[src/rtl/osd_du_arbiter.sv]
// Round-robin arbiter sharing one core debug-unit bus between NUM_PORTS requesters.
// It sequences single accesses, aborts unacknowledged ones and merges stall requests.
module osd_du_arbiter #(
  parameter int NUM_PORTS  = 2,
  parameter int ADDR_WIDTH = 16,
  parameter int DATA_WIDTH = 32,
  parameter int TIMEOUT    = 255
) (
  input  logic                            clk,
  input  logic                            rst,
  input  logic [NUM_PORTS-1:0]            req_stb,
  input  logic [NUM_PORTS-1:0]            req_we,
  input  logic [NUM_PORTS*ADDR_WIDTH-1:0] req_adr,
  input  logic [NUM_PORTS*DATA_WIDTH-1:0] req_wdata,
  output logic [NUM_PORTS-1:0]            req_ack,
  output logic [NUM_PORTS-1:0]            req_err,
  output logic [DATA_WIDTH-1:0]           req_rdata,
  input  logic [NUM_PORTS-1:0]            req_stall,
  output logic                            cpu_stalled,
  output logic                            stall_event,
  output logic                            busy,
  output logic                            du_stall_i,
  input  logic                            du_stall_o,
  output logic                            du_stb_i,
  input  logic                            du_ack_o,
  output logic [ADDR_WIDTH-1:0]           du_adr_i,
  output logic                            du_we_i,
  output logic [DATA_WIDTH-1:0]           du_dat_i,
  input  logic [DATA_WIDTH-1:0]           du_dat_o
);

  localparam int GW = (NUM_PORTS > 1) ? $clog2(NUM_PORTS) : 1;
  localparam int CW = (TIMEOUT > 0) ? $clog2(TIMEOUT + 1) : 1;
  localparam logic [CW-1:0] CNT_LAST  = CW'((TIMEOUT > 0) ? TIMEOUT - 1 : 0);
  localparam logic [GW-1:0] LAST_PORT = GW'(NUM_PORTS - 1);
  localparam logic [GW:0]   NP        = (GW + 1)'(NUM_PORTS);

  typedef enum logic [1:0] {IDLE, ACCESS, RESP} state_e;

  logic [NUM_PORTS-1:0][ADDR_WIDTH-1:0] adr_arr;
  logic [NUM_PORTS-1:0][DATA_WIDTH-1:0] wdata_arr;
  assign adr_arr   = req_adr;
  assign wdata_arr = req_wdata;

  state_e                state_q, state_d;
  logic [GW-1:0]         ptr_q, ptr_d, gnt_q, gnt_d;
  logic [ADDR_WIDTH-1:0] adr_q, adr_d;
  logic                  we_q, we_d;
  logic [DATA_WIDTH-1:0] wdata_q, wdata_d, rdata_q, rdata_d;
  logic [CW-1:0]         cnt_q, cnt_d;
  logic                  stb_q, stb_d;
  logic [NUM_PORTS-1:0]  ack_q, ack_d, err_q, err_d;
  logic                  stall_q, stall_d, cpu_stalled_q, cpu_stalled_d;

  // Rotate requests so bit 0 is the pointer's port; first set bit wins.
  logic [2*NUM_PORTS-1:0] req_rot;
  logic                   found;
  logic [GW:0]            pick_sum;
  logic [GW-1:0]          pick;

  always_comb begin
    req_rot  = {req_stb, req_stb} >> ptr_q;
    found    = 1'b0;
    pick     = ptr_q;
    pick_sum = '0;
    for (int i = 0; i < NUM_PORTS; i++) begin
      if (!found && req_rot[i]) begin
        found    = 1'b1;
        pick_sum = {1'b0, ptr_q} + (GW + 1)'(i);
        if (pick_sum >= NP) pick_sum = pick_sum - NP;
        pick = pick_sum[GW-1:0];
      end
    end
  end

  always_comb begin
    state_d = state_q;
    ptr_d   = ptr_q;
    gnt_d   = gnt_q;
    adr_d   = adr_q;
    we_d    = we_q;
    wdata_d = wdata_q;
    rdata_d = rdata_q;
    cnt_d   = cnt_q;
    stb_d   = stb_q;
    ack_d   = '0;
    err_d   = '0;
    unique case (state_q)
      IDLE: begin
        if (found) begin
          gnt_d   = pick;
          adr_d   = adr_arr[pick];
          we_d    = req_we[pick];
          wdata_d = wdata_arr[pick];
          cnt_d   = '0;
          stb_d   = 1'b1;
          state_d = ACCESS;
        end
      end
      ACCESS: begin
        // Ack has priority over a timeout firing in the same cycle.
        if (du_ack_o) begin
          rdata_d       = du_dat_o;
          ack_d[gnt_q]  = 1'b1;
          stb_d         = 1'b0;
          state_d       = RESP;
        end else if (TIMEOUT != 0 && cnt_q == CNT_LAST) begin
          err_d[gnt_q]  = 1'b1;
          stb_d         = 1'b0;
          state_d       = RESP;
        end else begin
          cnt_d = cnt_q + 1'b1;
        end
      end
      RESP: begin
        ptr_d   = (gnt_q == LAST_PORT) ? '0 : gnt_q + 1'b1;
        state_d = IDLE;
      end
      default: begin
        stb_d   = 1'b0;
        state_d = IDLE;
      end
    endcase
  end

  assign stall_d       = |req_stall;
  assign cpu_stalled_d = du_stall_o;

  always_ff @(posedge clk or posedge rst) begin
    if (rst) begin
      state_q       <= IDLE;
      ptr_q         <= '0;
      gnt_q         <= '0;
      adr_q         <= '0;
      we_q          <= 1'b0;
      wdata_q       <= '0;
      rdata_q       <= '0;
      cnt_q         <= '0;
      stb_q         <= 1'b0;
      ack_q         <= '0;
      err_q         <= '0;
      stall_q       <= 1'b0;
      cpu_stalled_q <= 1'b0;
    end else begin
      state_q       <= state_d;
      ptr_q         <= ptr_d;
      gnt_q         <= gnt_d;
      adr_q         <= adr_d;
      we_q          <= we_d;
      wdata_q       <= wdata_d;
      rdata_q       <= rdata_d;
      cnt_q         <= cnt_d;
      stb_q         <= stb_d;
      ack_q         <= ack_d;
      err_q         <= err_d;
      stall_q       <= stall_d;
      cpu_stalled_q <= cpu_stalled_d;
    end
  end

  assign req_ack     = ack_q;
  assign req_err     = err_q;
  assign req_rdata   = rdata_q;
  assign busy        = (state_q != IDLE);
  assign du_stb_i    = stb_q;
  assign du_adr_i    = adr_q;
  assign du_we_i     = we_q;
  assign du_dat_i    = wdata_q;
  assign du_stall_i  = stall_q;
  assign cpu_stalled = cpu_stalled_q;
  assign stall_event = du_stall_o & ~cpu_stalled_q;

endmodule

[config.mk]
export PLATFORM = sky130hd
export DESIGN_NAME = osd_du_arbiter
export DESIGN_NICKNAME = d
export VERILOG_FILES = /design/src/rtl/osd_du_arbiter.sv
export SDC_FILE = /design/constraint.sdc
export NUM_CORES = 1
export LEC_CHECK = 0
export CAP_MARGIN = 20
export CORE_UTILIZATION = 41
export DETAILED_ROUTE_END_ITERATION = 8
export HOLD_SLACK_MARGIN = 0.03
export PLACE_DENSITY = 0.81
export RECOVER_POWER = 25
export SKIP_CTS_REPAIR_TIMING = 1
export SYNTH_ARGS = -nofsm -noshare
export SYNTH_HDL_FRONTEND = slang
export SYNTH_SLANG_ARGS = --single-unit
[constraint.sdc]
create_clock -name clk -period 4.69 [get_ports clk]
set_input_delay 0.938 -clock clk [delete_from_list [all_inputs] [get_ports clk]]
set_output_delay 0.938 -clock clk [all_outputs]
set_load 0.01 [all_outputs]
==> impl_metrics.ini <==
[clock_tree]
cts-root-buf = clkbuf_8
htreeDepth = 3
clk_latency_ns = 0.36
clock_path_buffers = 2
cts_buffers = 9
cts_tree = built
path_clk_slew_ns = 0.09
cts_num_sinks = 100

[setup_path]
arrival_ns = 2.32
crit_type = flop to primary output
r2r_end = du_dat_i[29]
reg2reg_slack_ns = 2.10
cp_slowest_cell = inv_2
crit_path_end = busy
crit_buf_inv = 2
reg2reg_depth = 5
crit_start = state_q[0]
cpLargestDelayFamily = buffers and inverters
r2r-start = state_q[0]
crit_path_cell_trace = nor2_1 > inv_2 > clkdlybuf4s50_1
cpPeakStageDelay_ns = 0.74
path_max_fanout = 59
required_ns = 3.75
crit_cells = 3
startpoint_type = flop
endpoint_kind = primary output

[timing]
fin_crit_ns = 3.26
setup_tns_ns = 0
setup_viol = 0
skew_ns = 0.0159
finalHoldViolations = 0
hold_slack_ns = 0.510
post-route-period-util = 0.695
worst_pin_slew_ns = 1.95
grt_setup_unrepaired = false
final_max_slew_viol_count = 72
slew-limit-headroom = -0.303
clock.fmax_ghz = 0.307

[power]
sw_frac_of_total = 0.348
pwr-share-seq = 0.359
power.total_mw = 4.17
p_per_area_nw_per_um2 = 585
p_sw_mw = 1.45
ir_drop_v = 0.000341
internal_power_mw = 2.72
clockPowerShare = 0.126
power.leakage_nw = 2.79
power_frac_comb = 0.515

[detailed_routing]
wl_met2_mm = 7.45
routed_wl_mm = 14.3
post_drt_wl_per_cell_um = 19.5
met1_length_mm = 5.60
via_per_inst = 5.82
via_count = 4274
drtPass1Iterations = 5
highest_layer = met4
met3_length_um = 852
drt_iter0_markers = 294
final_antenna_net_count = 0
drc_errors = 0

[die]
dieArea_sq_um = 11600
num_rows = 38
initial_utilization = 0.422
dieWidth_um = 108
io_pins = 228
die_y_um = 108
coreArea_sq_um = 10900

[job]
drv_cap = 2

[logic_synthesis]
yosys_warnings = 0
ys_seq_area_frac = 0.545
synth_cells = 386
avgSynthCellArea_sq_um = 11.9
synth_area_sq_um = 4590
ys_ff_latch = 100
synth_nets = 526
ys_types = 40

[global_routing]
grt_max_degree = 60
grt_pass1_vias = 4350
grt_util_all_layers = 0.250
antenna_found_initial = 0
grt_pass1_wl_mm = 22.3
grt-ovfl-total = 0

[finish]
drive_above_1_share = 0.106
num_antenna_cells = 0
finalNetCount = 730
area_growth_pct = 55.0

[run_status]
violations = capacitance limit, slew limit
status = finished, violations left

[placement]
routabilityCongestion = 0.793
hpwl_mm = 9.89
port_buffers = 227

[min_path]
hold_class = flop to flop
==> registers in the layout, summed over array words and instances, names as in the netlist <==
signal,cells
cpu_stalled,1
du_we_i,1
req_err,2
cnt_q,8
du_adr_i,16
ptr_q,1
du_stb_i,1
req_ack,2
du_dat_i,32
gnt_q,1
du_stall_i,1
req_rdata,32
state_q,2
==> cells by family (layout without fill, tap and decap cells) <==
family / after synthesis / count (layout) / share of synthesized area
AOI/OAI and AO/OA: 168 / 168 / 0.270
DFF: 100 / 100 / 0.545
buffers and inverters: 46 / 254 / 0.0455
muxes: 38 / 38 / 0.0915
and+or+nand+nor: 32 / 32 / 0.0433
adders and majority gates: 2 / 2 / 0.00545
==> Yosys cell counts, drive strengths merged <==
cell type | number | share of area
a211oi | 1 | 0.0016
a21bo | 1 | 0.0022
a21boi | 1 | 0.0016
a21oi | 2 | 0.0022
a2bb2oi | 50 | 0.095
a311oi | 49 | 0.093
and2b | 1 | 0.0016
and3 | 5 | 0.0068
and3b | 1 | 0.0019
and4bb | 1 | 0.0027
buf | 17 | 0.022
clkbuf | 24 | 0.020
dfrtp | 100 | 0.54
ha | 2 | 0.0054
inv | 5 | 0.0041
mux2 | 32 | 0.078
mux2i | 6 | 0.013
nand2 | 3 | 0.0025
nand2b | 3 | 0.0041
nand3 | 1 | 0.0011
nand4 | 2 | 0.0027
nand4bb | 1 | 0.0025
nor2 | 6 | 0.0054
nor2b | 1 | 0.0014
nor3 | 1 | 0.0011
nor3b | 1 | 0.0027
nor4 | 2 | 0.0027
o211ai | 3 | 0.0049
o21a | 1 | 0.0016
o21ai | 58 | 0.063
o21bai | 1 | 0.0016
o31a | 1 | 0.0019
or2 | 3 | 0.0041
==> cell type report <==
type	instances	area, sq um
Clock buffer	12	165
Inverter	5	20.0
Clock inverter	3	21.3
Multi-Input combinational cell	240	1900
Sequential cell	100	2500
Tap cell	140	175
Timing Repair Buffer	234	2330
Fill cell	879	3760
==> metrics by stage <==
stage / std cells / instance area [sq um] / setup slack, ns / util
after floorplan: 386 / 4590 / 1.13 / -
after global placement: 718 / 6930 / 1.68 / 0.636
after detailed placement: 718 / 6930 / 1.60 / 0.636
after CTS: 733 / 7110 / 1.41 / 0.653
after global routing: 734 / 7120 / 1.12 / 0.654
final: 734 / 7120 / 1.43 / 0.654
==> worst reg2reg max path, cell delays in order (launching register included) <==
cell	delay, ns
dfrtp_1	0.43
nor2_1	0.21
inv_2	0.40
nor2_4	0.88
buf_4	0.37
a2bb2oi_1	0.22
==> placed cells by master, fill, tap and decap left out, types with 2 or more instances in the layout <==
cell / netlist / layout
nand2_1: 3 / 3
inv_1: 4 / 3
dfrtp_1: 100 / 100
a2bb2oi_1: 50 / 50
and3_1: 5 / 5
nor2_4: 0 / 2
nand4_1: 2 / 2
a21oi_1: 2 / 2
clkbuf_1: 24 / 2
o21ai_0: 57 / 57
mux2i_1: 6 / 6
or2_2: 2 / 3
nor2_1: 5 / 3
o211ai_1: 3 / 3
mux2_2: 32 / 32
nor4_1: 2 / 2
buf_4: 4 / 3
nand2b_1: 3 / 3
dlygate4sd3_1: 0 / 4
a311oi_1: 49 / 49
clkbuf_8: 0 / 12
clkdlybuf4s50_1: 0 / 223
ha_1: 2 / 2
==> layer usage <==
layer  vias up  track usage
li1       1918            -
met1      2123        0.305
met2       203        0.425
met3        30       0.0587
met4         0       0.0988
met5         -            0
==> how the worst min path moves through the flow <==
stage                        startpoint             to  slack, ns  cells after the start
after floorplan                   gnt_q     req_ack[0]       0.46                      1
after global placement         cnt_q[4]       cnt_q[4]       0.49                      1
after detailed placement  req_rdata[10]  req_rdata[10]       0.49                      1
after CTS                 req_rdata[10]  req_rdata[10]       0.51                      1
after global routing      req_rdata[11]  req_rdata[11]       0.53                      1
final                     req_rdata[10]  req_rdata[10]       0.51                      1
==> power groups by stage <==
| stage | Combinational [mW] | Clock, mW | Sequential [mW] |
|---|---|---|---|
| after global placement | 2.09 | 0 | 1.49 |
| after global routing | 2.28 | 0.580 | 1.54 |
| final | 2.15 | 0.524 | 1.50 |
| after floorplan | 0.911 | 0 | 1.64 |
| after CTS | 2.15 | 0.540 | 1.50 |
| after detailed placement | 2.15 | 0 | 1.50 |
Note: power is estimated with default switching activity, not from simulation.
